`src/rtl/reg_bus_master.sv`:
```
// Register-bus master: queues host commands in a 4-entry FIFO and executes them one at a
// time against a downstream register port, returning one response per command.
// Optional feature: define REG_BUS_MASTER_TIMEOUT_EN to abort stalled transfers with rsp_err.
module reg_bus_master (
  input  logic       CLK,
  input  logic       RST_N,
  // host command channel
  input  logic       cmd_valid,
  output logic       cmd_ready,
  input  logic       cmd_write,
  input  logic [2:0] cmd_addr,
  input  logic       cmd_wdata,
  // downstream write port
  output logic [2:0] write_address,
  output logic       write_data,
  output logic       write_en,
  input  logic       write_rdy,
  // downstream read port
  output logic [2:0] read_address,
  output logic       read_en,
  input  logic       read_data,
  input  logic       read_rdy,
  // host response channel
  output logic       rsp_valid,
  input  logic       rsp_ready,
  output logic       rsp_write,
  output logic [2:0] rsp_addr,
  output logic       rsp_rdata,
  output logic       rsp_err,
  output logic       busy
);

  typedef enum logic [1:0] {StIdle, StWr, StRd, StRsp} state_e;

  state_e     state_q, state_d;

  logic [4:0] fifo_mem [4];
  logic [1:0] wr_ptr_q, rd_ptr_q;
  logic [2:0] count_q, count_d;
  logic       fifo_empty;
  logic [4:0] head;
  logic       push, pop;

  logic [2:0] addr_q;
  logic       wdata_q;
  logic       rsp_write_q;
  logic       rsp_rdata_q;

  logic       stall;
  logic       timeout;

  assign fifo_empty = (count_q == 3'd0);
  assign head       = fifo_mem[rd_ptr_q];
  // Gated by RST_N so the host never sees ready while the block is held in reset.
  assign cmd_ready  = RST_N && (count_q < 3'd4);
  assign push       = cmd_valid && cmd_ready;
  assign pop        = (state_q == StIdle) && !fifo_empty;

  // FIFO storage: data only, validity is tracked by the pointers and count.
  always_ff @(posedge CLK) begin
    if (push) begin
      fifo_mem[wr_ptr_q] <= {cmd_write, cmd_addr, cmd_wdata};
    end
  end

  // FIFO occupancy next-state.
  always_comb begin
    count_d = count_q;
    unique case ({push, pop})
      2'b10:   count_d = count_q + 3'd1;
      2'b01:   count_d = count_q - 3'd1;
      default: count_d = count_q;
    endcase
  end

  // FIFO pointers and count.
  always_ff @(posedge CLK or negedge RST_N) begin
    if (!RST_N) begin
      wr_ptr_q <= 2'd0;
      rd_ptr_q <= 2'd0;
      count_q  <= 3'd0;
    end else begin
      if (push) wr_ptr_q <= wr_ptr_q + 2'd1;
      if (pop)  rd_ptr_q <= rd_ptr_q + 2'd1;
      count_q <= count_d;
    end
  end

  // FSM state register.
  always_ff @(posedge CLK or negedge RST_N) begin
    if (!RST_N) begin
      state_q <= StIdle;
    end else begin
      state_q <= state_d;
    end
  end

  // FSM next-state logic.
  always_comb begin
    state_d = state_q;
    unique case (state_q)
      StIdle: if (!fifo_empty) state_d = head[4] ? StWr : StRd;
      StWr:   if (write_rdy || timeout) state_d = StRsp;
      StRd:   if (read_rdy || timeout) state_d = StRsp;
      StRsp:  if (rsp_ready) state_d = StIdle;
      default: state_d = StIdle;
    endcase
  end

  // FSM outputs; addresses and data are forced to zero whenever their enable is low.
  always_comb begin
    write_en      = (state_q == StWr);
    read_en       = (state_q == StRd);
    write_address = write_en ? addr_q : 3'd0;
    write_data    = write_en ? wdata_q : 1'b0;
    read_address  = read_en ? addr_q : 3'd0;
    rsp_valid     = (state_q == StRsp);
    busy          = !fifo_empty || (state_q != StIdle);
  end

  assign stall = (write_en && !write_rdy) || (read_en && !read_rdy);

  // Latch the popped command and build the response fields on completion.
  always_ff @(posedge CLK or negedge RST_N) begin
    if (!RST_N) begin
      addr_q      <= 3'd0;
      wdata_q     <= 1'b0;
      rsp_write_q <= 1'b0;
      rsp_rdata_q <= 1'b0;
    end else begin
      if (pop) begin
        addr_q  <= head[3:1];
        wdata_q <= head[0];
      end
      if (write_en && write_rdy) begin
        rsp_write_q <= 1'b1;
        rsp_rdata_q <= 1'b0;
      end else if (read_en && read_rdy) begin
        rsp_write_q <= 1'b0;
        rsp_rdata_q <= read_data;
      end else if (timeout) begin
        rsp_write_q <= write_en;
        rsp_rdata_q <= 1'b0;
      end
    end
  end

  assign rsp_write = rsp_write_q;
  assign rsp_addr  = addr_q;
  assign rsp_rdata = rsp_rdata_q;

`ifdef REG_BUS_MASTER_TIMEOUT_EN
  logic [7:0] wait_q;
  logic       rsp_err_q;

  // The edge that would take the counter to 255 aborts the transfer, so the enable
  // stays high for exactly 255 stalled cycles.
  assign timeout = stall && (wait_q == 8'd254);

  // Stall counter (zero outside WR/RD, so it starts cleared on entry) and error flag.
  always_ff @(posedge CLK or negedge RST_N) begin
    if (!RST_N) begin
      wait_q    <= 8'd0;
      rsp_err_q <= 1'b0;
    end else begin
      if (write_en || read_en) begin
        if (stall) wait_q <= wait_q + 8'd1;
      end else begin
        wait_q <= 8'd0;
      end
      if (pop) begin
        rsp_err_q <= 1'b0;
      end else if (timeout) begin
        rsp_err_q <= 1'b1;
      end
    end
  end

  assign rsp_err = rsp_err_q;
`else
  assign timeout = 1'b0;
  assign rsp_err = 1'b0;
`endif

endmodule

```
`config.mk`:
```
export PLATFORM = sky130hd
export DESIGN_NAME = reg_bus_master
export DESIGN_NICKNAME = d
export VERILOG_FILES = /design/src/rtl/reg_bus_master.sv
export SDC_FILE = /design/constraint.sdc
export NUM_CORES = 1
export LEC_CHECK = 0
export ABC_AREA = 1
export CORE_MARGIN = 1
export CORE_UTILIZATION = 40
export CTS_CLUSTER_SIZE = 8
export DETAILED_ROUTE_END_ITERATION = 10
export GPL_TIMING_DRIVEN = 1
export PLACE_DENSITY = 0.61
export RECOVER_POWER = 50
export SETUP_SLACK_MARGIN = 0.02
export SYNTH_ARGS = -nofsm -noshare
export SYNTH_HDL_FRONTEND = slang
export SYNTH_SLANG_ARGS = --single-unit
```
`constraint.sdc`:
```
create_clock -name CLK -period 4.99 [get_ports CLK]
set_input_delay 0.998 -clock CLK [delete_from_list [all_inputs] [get_ports CLK]]
set_output_delay 0.998 -clock CLK [all_outputs]
set_load 0.03 [all_outputs]
```
**Yosys cells after proc, flatten, opt, wreduce, memory -nomap -nowiden**

Memory sizes are Yosys's and may differ from the RTL's.
Index checks and enable logic that the tools add are counted.

- Register bits: 15
- Bits in writable memories: 20
- Bits of input ports: 12
- Output and inout bits: 18
- Logic and storage cells: 52
- Memories: 1

Memory list:

| name | depth | bits a word | rd ports | clocked after Yosys merged registers in | wr ports | RTL line | RTL |
|---|---|---|---|---|---|---|---|
| fifo_mem | 4 | 5 | 1 | 0 | 1 | 37 | `logic [4:0] fifo_mem [4];` |

- Add/subtract/negate cells: 4
- Order comparisons: 1
- Equality and inequality tests: 9
- Mux-type cells: 16
- Reductions and logical operators: 13

Operators with widths:

| operator | number |
|---|---|
| 2-to-1 mux 2 bit | 5 |
| case mux 2 bit (4 select lines) | 1 |
| 2-to-1 mux 1 bit | 7 |
| == test 2 bit (second input constant) | 3 |
| 2-to-1 mux 3 bit | 2 |
| != test 2 x 1 -> 1 bit (second input constant) | 3 |
| case mux 3 bit (2 select lines) | 1 |
| nonzero test 2 bit | 3 |
| logical AND 1 bit | 5 |
| adder 2 x 1 -> 2 bit (second input constant) | 2 |
| == test 2 x 1 -> 1 bit (second input constant) | 2 |
| AND reduction 4 bit | 1 |
| adder 3 x 1 -> 3 bit (second input constant) | 1 |
| logical NOT 3 bit | 1 |
| < comparator 3 bit (second input constant) | 1 |
| subtractor 3 x 1 -> 3 bit (second input constant) | 1 |
| logical NOT 2 bit | 1 |
| != test 2 bit (second input constant) | 1 |
| logical NOT 1 bit | 1 |
| logical OR 1 bit | 1 |

**Depth between registers and ports, before layout**

Gate-level depths: netlist (run 1).

- Word-level depth: 5
- Mapped depth: 11
- Depth with buffers taken out: 11

**Worst setup path after synthesis (run 1)**

No wires, ideal clock.

- Kind: input -> register
- Start: input port RST_N
- End: register count_q[1]
- Library setup time: 0.083 ns
- Arrival: 2.550 ns
- Required time: 4.907 ns
- Path slack: 2.357 ns
- Cell stages on the path: 7
- Path buffers: 0
- Cell sequence: inv_1 -> nor2_1 -> nand2_2 -> ha_1 -> inv_1 -> fa_1 -> o21ai_0

- Longest elaborated chain between the ends: 4
- Elaborated cells between the ends (all ways): 6
- Those cells by class: 2 x eq/ne; 1 x mux; 3 x reduce/logical

Ends and longest elaborated chain:

| element | RTL line | RTL |
|---|---|---|
| from (decl) | 6 | `input logic RST_N,` |
| logical AND 1 bit * | 55 | `assign cmd_ready = RST_N && (count_q < 3'd4);` |
| net cmd_ready | 9 | `output logic cmd_ready,` |
| logical AND 1 bit * | 56 | `assign push = cmd_valid && cmd_ready;` |
| == test 2 x 1 -> 1 bit / == test 2 bit (equally long branches) | 69 | `unique case ({push, pop})` |
| case mux 3 bit (2 select lines) / nonzero test 2 bit (equally long branches) | - |  |
| to (signal assigned) | 85 | `count_q <= count_d;` |
| to (decl) | 39 | `logic [2:0] count_q, count_d;` |

Mark *: on every way through the listed nets, which the timed path passes. The rest lies on a longest branch.
A chain may end at the register's enable or synchronous reset.

**Worst setup path in the final report (run 1)**

- Start: input port RST_N
- End: output port cmd_ready

- Longest elaborated chain between the ends: 1

Ends and longest elaborated chain:

| element | RTL line |
|---|---|
| logical AND 1 bit | 55 |
| to (decl) | 9 |

Every way passes these cells.

==> run metrics, run 1 <==
total overflow reported by the global router=0; layout cells sized above 1=8.13%; ratio of final minimum period to clock period=81.0%; min-delay worst type=flop to flop; number of hold-slack violations in the final timing report=0; Setup CP Type=input pin to output port; Tmin final=4.04 ns; Startpoint Class=input pin; fraction of the yosys area taken by sequential cells=57.1%; Power per Cell Area=613 nW/um2; worst relative slew slack=43.7%; initial antenna violation count=0; synthesized instance count=175; setup repair after global routing missed its margin=no; post-CTS setup repair buffer count=0; data required time at the worst endpoint=3.99 ns; post-detailed-route DRC marker count=0; critical path's slowest cell=sky130_fd_sc_hd__clkdlybuf4s50_1; CTS tree=done; global-route wire length before repair=4860 um; flip-flop and latch count after synthesis=35; detailed placement HPWL=2280 um; Routed Antenna Nets=0; warnings from Yosys=0; Core Footprint=4060 um2; Clock Root Buffer=sky130_fd_sc_hd__clkbuf_8; CTS Buffer Depth=2; Finished Core Util=52.2%; slew of the pin with the lowest slew margin=0.845 ns; switching component of the power=567 uW; average footprint of a synthesized cell=9.77 um2; Die Width=67.4 um; number of maximum-capacitance constraint violations=0; CTS buffer count=5; length of the first detailed-routing pass in iterations=4; Critical Path, Cell by Cell=clkdlybuf4s50_1, clkbuf_1, inv_1, nor2_1, clkdlybuf4s50_1; worst ir drop on vdd=217 uV; RePlAce Congestion=0.796; area of the die=4540 um2; Total GRT Usage=15.4%; Sum Neg Setup Slack=0 ns; Worst setup EP type=output port; number of top-level pins=30; number of placement rows=23; fmax=0.247 GHz; synthesized netlist net count=198; level count of the clock H-tree=2; total number of nets in the final design=231; Critical Path AT=3.05 ns; count of hold-fix buffers inserted at cts=0; Net Sw Frac=43.7%; layout overhead on the synthesized area=23.9%; vias in the first global route=1059; via count=1195; final routed wire length divided by cell count=11.7 um; clock latency reported for the late side of the worst-skew pair=0.29 ns; delay of the slowest cell on the worst path=0.69 ns; Vert. Die Dim=67.4 um; Fin Hold WS=0.483 ns; Static Leakage=0.000983 uW; pin count of the biggest net entering global routing=17; Resize count post-CTS=0; cell-internal power=730 uW; setup violation total in the final timing report=0; Worst-path clk slew=0.07 ns; portion of total power attributed to the clock network=16.0%; Syn Std Cell Area=1710 um2; run status=complete, no violations; final wirelength=3030 um; maximum fanout encountered on the critical timing path=16; drt via density=4.61; gate family responsible for the most delay along the worst path=buffers and inverters; Initial Utilization=42.1%; Detailed Route Iter0 Violations=39; IO buf count=28; final antenna diode count=0; relative contribution of combinational cells to total power=49.2%; number of cells after detailed placement=251; Yosys cell types=23; Buf/Inv on CP=4; # clock sinks=35; fin. max-slew vios=0; relative contribution of sequential cells to total power=34.8%; Cell Count, Final, Fillers Out=259; clock tree skew after final layout=0.00923 ns; cell with the most instances on the worst path=sky130_fd_sc_hd__clkdlybuf4s50_1
-- through the flow --
| stage | area (um2) | setup WS, ns | power [uW] |
|---|---|---|---|
| finish | 2120 | 0.947 | 1300 |
| global route | 2120 | 0.721 | 1410 |
| CTS | 2120 | 1.37 | 1320 |
| detailed placement | 2030 | 1.38 | 1110 |
| global placement | 2030 | 1.39 | 1080 |
| floorplan | 1710 | 2.36 | 915 |
-- layout make-up --
class | count | area (um2)
clock inverters | 3 | 25.0
well taps | 50 | 62.6
inverters | 29 | 109
multi-input cells | 108 | 592
repair buffers | 29 | 284
flip-flops and latches | 35 | 976
clock buffers | 5 | 68.8
fillers | 366 | 1940
-- metal layers --
| layer | track usage [%] | vias to the layer above | routed length [um] | part of all wire, % |
|---|---|---|---|---|
| met4 | 5.59 | 0 | 34 | 1.1 |
| li1 | - | 609 | - | - |
| met5 | 0 | - | 0 | 0 |
| met2 | 25.9 | 32 | 1450 | 48 |
| met3 | 4.56 | 3 | 137 | 4.5 |
| met1 | 18.6 | 551 | 1410 | 47 |
-- power groups by stage --
stage	registers (uW)	clock network [uW]	logic (uW)
finish	451	208	638
global route	463	224	725
CTS	452	212	653
detailed placement	458	0	651
global placement	456	0	625
floorplan	476	0	439
-- worst reg2reg max path, cell delays in order (launching register included) --
cell and delay, ns:
sky130_fd_sc_hd__dfrtp_1 0.41, sky130_fd_sc_hd__inv_1 0.12, sky130_fd_sc_hd__ha_1 0.20, sky130_fd_sc_hd__nand2_1 0.18
sky130_fd_sc_hd__inv_1 0.25, sky130_fd_sc_hd__ha_1 0.20, sky130_fd_sc_hd__inv_1 0.07, sky130_fd_sc_hd__fa_1 0.39
sky130_fd_sc_hd__nor2_1 0.11, sky130_fd_sc_hd__nor2_1 0.06, sky130_fd_sc_hd__nand2_1 0.07, sky130_fd_sc_hd__xor2_1 0.14
-- cells in the final DEF (no fill, tap or decap) --
master,n
sky130_fd_sc_hd__edfxtp_1,20
sky130_fd_sc_hd__nor2_2,2
sky130_fd_sc_hd__ha_1,10
sky130_fd_sc_hd__clkdlybuf4s50_1,22
sky130_fd_sc_hd__nor2_1,24
sky130_fd_sc_hd__inv_1,28
sky130_fd_sc_hd__nand2_1,40
sky130_fd_sc_hd__a21oi_1,1
sky130_fd_sc_hd__conb_1,1
sky130_fd_sc_hd__nand3_1,5
sky130_fd_sc_hd__inv_2,1
sky130_fd_sc_hd__dlygate4sd3_1,6
sky130_fd_sc_hd__nor2_4,1
sky130_fd_sc_hd__clkinv_4,2
sky130_fd_sc_hd__nand3_2,2
sky130_fd_sc_hd__dfrtp_1,15
sky130_fd_sc_hd__clkbuf_8,5
sky130_fd_sc_hd__clkinvlp_4,1
sky130_fd_sc_hd__fa_1,1
sky130_fd_sc_hd__o21ai_1,9
sky130_fd_sc_hd__xor2_1,3
sky130_fd_sc_hd__o21ai_0,5
sky130_fd_sc_hd__or2_2,1
sky130_fd_sc_hd__nand2_2,1
sky130_fd_sc_hd__xnor2_1,1
sky130_fd_sc_hd__nand2_4,1
sky130_fd_sc_hd__clkbuf_1,1
-- worst paths after layout --
check	startpoint	endpoint	slack, ns	cells after the start
min	rsp_write	rsp_write	0.48	2
min reg2reg	rsp_write	rsp_write	0.48	2
max in group asynchronous	RST_N	rsp_addr[2]	3.21	2
max reg2reg	state_q[0]	count_q[2]	2.71	11
min in group asynchronous	RST_N	wr_ptr_q[1]	1.25	2
max	RST_N	cmd_ready	0.95	5
-- flip-flops by register name, summed over array words and instances (netlist names) --
signal	count
rd_ptr_q	2
state_q	2
count_q	3
rsp_rdata	1
wr_ptr_q	2
wdata_q	1
rsp_write	1
fifo_mem	20
rsp_addr	3
-- cell families after synthesis --
family | Yosys count | share of synthesized area, %
buffers and inverters | 32 | 8.13
AO/OA/AOI/OAI | 15 | 4.39
XOR/XNOR | 4 | 2.05
adder cells (fa/ha/maj) | 11 | 8.49
other | 1 | 0.219
flip-flops | 35 | 57.1
AND/OR/NAND/NOR | 77 | 19.6
-- Yosys cell counts --
library cell,number,share of area [%]
sky130_fd_sc_hd__nand3_1,5,1.5
sky130_fd_sc_hd__buf_6,2,1.3
sky130_fd_sc_hd__nor2_2,2,0.73
sky130_fd_sc_hd__or2_2,1,0.37
sky130_fd_sc_hd__o21ai_1,9,2.6
sky130_fd_sc_hd__nand2_1,39,8.6
sky130_fd_sc_hd__inv_2,2,0.44
sky130_fd_sc_hd__xor2_1,3,1.5
sky130_fd_sc_hd__dfrtp_1,15,22
sky130_fd_sc_hd__nand3_2,2,1.2
sky130_fd_sc_hd__conb_1,1,0.22
sky130_fd_sc_hd__o21ai_0,5,1.5
sky130_fd_sc_hd__a21oi_1,1,0.29
sky130_fd_sc_hd__buf_4,1,0.44
sky130_fd_sc_hd__edfxtp_1,20,35
sky130_fd_sc_hd__nor2_1,24,5.3
sky130_fd_sc_hd__nand2_4,1,0.66
sky130_fd_sc_hd__nor2_4,1,0.66
sky130_fd_sc_hd__nand2_2,2,0.73
sky130_fd_sc_hd__fa_1,1,1.2
sky130_fd_sc_hd__ha_1,10,7.3
sky130_fd_sc_hd__inv_1,27,5.9
sky130_fd_sc_hd__xnor2_1,1,0.51
Power figures use the tool's default switching activity.
==> run 2: changes to the inputs <==
==> constraint.sdc (replaced) <==
create_clock -name CLK -period 4.02 [get_ports CLK]
set_input_delay 0.804 -clock CLK [delete_from_list [all_inputs] [get_ports CLK]]
set_output_delay 0.804 -clock CLK [all_outputs]
set_load 0.03 [all_outputs]
==> run 2 against run 1 <==
  * Critical path depth decreased by 1
  * Clock skew decreased by 0.0044 ns
  * Global-route usage increased by 1.1 points
==> run metrics, run 2 (synthesis gave the netlist of run 1 again) <==
relative contribution of sequential cells to total power=33.3% (-1.5 points); Sum Neg Setup Slack=0 ns (unchanged); detailed placement HPWL=2320 um (+1.6%); relative contribution of combinational cells to total power=47.3% (-1.9 points); Core Footprint=4060 um2 (unchanged); number of hold-slack violations in the final timing report=0 (unchanged); Cell Count, Final, Fillers Out=259 (unchanged); most common cell after layout, fill and taps aside=sky130_fd_sc_hd__nand2_1; layout overhead on the synthesized area=25.3%; length of the first detailed-routing pass in iterations=4 (unchanged); most used cells in the layout excluding fill and tap cells=sky130_fd_sc_hd__nand2_1, sky130_fd_sc_hd__inv_1, sky130_fd_sc_hd__nor2_1, sky130_fd_sc_hd__clkdlybuf4s50_1, sky130_fd_sc_hd__edfxtp_1; Net Sw Frac=41.4% (-2.3 points); portion of total power attributed to the clock network=19.4% (+3.4 points); maximum fanout encountered on the critical timing path=2 (-14); number of maximum-capacitance constraint violations=0 (unchanged); Resize count post-CTS=0 (unchanged); Routed Antenna Nets=0 (unchanged); post-detailed-route DRC marker count=0 (unchanged); CTS buffer count=5 (unchanged); cell-internal power=987 uW (+35%); fin. max-slew vios=0 (unchanged); global-route wire length before repair=5260 um (+8.1%); worst relative slew slack=45.4% (+1.7 points); Static Leakage=0.00100 uW (+1.7%); worst ir drop on vdd=252 uV (+16%); overall power=1690 uW (+30%); run status=complete, no violations; pin count of the biggest net entering global routing=16 (-1); clock latency reported for the late side of the worst-skew pair=0.29 ns (about the same); Die Width=67.4 um (unchanged); switching component of the power=698 uW (+23%); count of hold-fix buffers inserted at cts=0 (unchanged); layout cells sized above 1=8.13% (unchanged); final wirelength=3150 um (+4.0%); slew of the pin with the lowest slew margin=0.819 ns (-0.0256 ns); Critical Path AT=2.27 ns (-0.78 ns); Vert. Die Dim=67.4 um (unchanged); fmax=0.326 GHz; Worst-path clk slew=0.07 ns (about the same); Largest register FFs=20 (unchanged); min-delay worst type=flop to flop; initial antenna violation count=0 (unchanged); number of placement rows=23 (unchanged); Detailed Route Iter0 Violations=20 (-49%); Tmin final=3.07 ns; area of the die=4540 um2 (unchanged); final antenna diode count=0 (unchanged); via count=1201 (+0.50%); post-CTS setup repair buffer count=0 (unchanged); Power per Cell Area=787 nW/um2 (+29%); final routed wire length divided by cell count=12.2 um (+4.0%); data required time at the worst endpoint=3.22 ns (-0.77 ns); Setup CP Type=input pin to output port; total overflow reported by the global router=0 (unchanged); clock tree skew after final layout=0.00479 ns (-0.00444 ns); setup repair after global routing missed its margin=no; CTS Buffer Depth=2 (unchanged); total number of nets in the final design=231 (unchanged); vias in the first global route=1191 (+12%); Initial Utilization=42.1% (unchanged); setup violation total in the final timing report=0 (unchanged); ratio of final minimum period to clock period=76.4%; IO buf count=28 (unchanged); number of cells after detailed placement=251 (unchanged); Worst setup EP type=output port; Most flops, register=fifo_mem; RePlAce Congestion=0.727 (-8.7%); # clock sinks=35 (unchanged); CTS tree=done; Startpoint Class=input pin; Clock Root Buffer=sky130_fd_sc_hd__clkbuf_8; number of top-level pins=30 (unchanged); level count of the clock H-tree=2 (unchanged); drt via density=4.64 (+0.50%); Total GRT Usage=16.5% (+1.1 points)
## run 2: cell types whose count changed in the layout (fill, tap and decap cells not counted), sizes merged
| cell | previous run | this run |
|---|---|---|
| dlygate4sd3 | 6 | 7 |
| clkinvlp | 1 | 0 |
| clkbuf | 6 | 7 |
| clkdlybuf4s50 | 22 | 21 |
| bufinv | 0 | 1 |
| clkinv | 2 | 1 |
## run 2: cell type report
| cell class | count | area [um2] |
|---|---|---|
| Sequential cell | 35 | 976 |
| Inverter | 29 | 109 |
| Timing Repair Buffer | 29 | 284 |
| Fill cell | 361 | 1920 |
| Clock buffer | 6 | 82.6 |
| Multi-Input combinational cell | 108 | 592 |
| Tap cell | 50 | 62.6 |
| Clock inverter | 2 | 35.0 |
## run 2: path summary, 6_finish.rpt
| path | to | depth (start not counted) | start | slack [ns] |
|---|---|---|---|---|
| max | cmd_ready | 4 | RST_N | 0.95 |
| min | rsp_write | 2 | rsp_write | 0.48 |
| max reg2reg | count_q[2] | 11 | state_q[1] | 1.76 |
| min reg2reg | rsp_write | 2 | rsp_write | 0.48 |
| max in group asynchronous | rsp_write | 2 | RST_N | 2.36 |
| min in group asynchronous | count_q[0] | 2 | RST_N | 1.15 |
## run 2: power by group through the flow
stage / sequential [uW] / clock [uW] / combinational [uW]
final: 562 / 327 / 797
after global routing: 577 / 346 / 909
after CTS: 562 / 335 / 812
after detailed placement: 570 / 0 / 809
after global placement: 563 / 0 / 774
after floorplan: 591 / 0 / 545
## run 2: worst max-delay path, cell delays in order
cell and delay, ns:
sky130_fd_sc_hd__dlygate4sd3_1 0.54, sky130_fd_sc_hd__inv_1 0.05, sky130_fd_sc_hd__nor2_1 0.17, sky130_fd_sc_hd__clkdlybuf4s50_1 0.70
## run 2: routing by layer
layer,global-route usage [%],part of all wire [%],vias up,wire length [um]
met5,0,0,-,0
met4,9.04,2.2,0,70
met3,5.07,4.5,6,141
met2,28.2,48,33,1520
met1,18.1,45,554,1420
li1,-,-,608,-
## run 2: through the flow
step	setup WS (ns)	hold WS, ns	util [%]	instance area [um2]
after CTS	0.989	0.486	52.9	2150
after global placement	0.988	0.457	50.0	2030
after floorplan	1.58	0.449	-	1710
after global routing	0.860	0.510	52.8	2140
final	0.949	0.483	52.8	2140
after detailed placement	0.996	0.470	50.0	2030
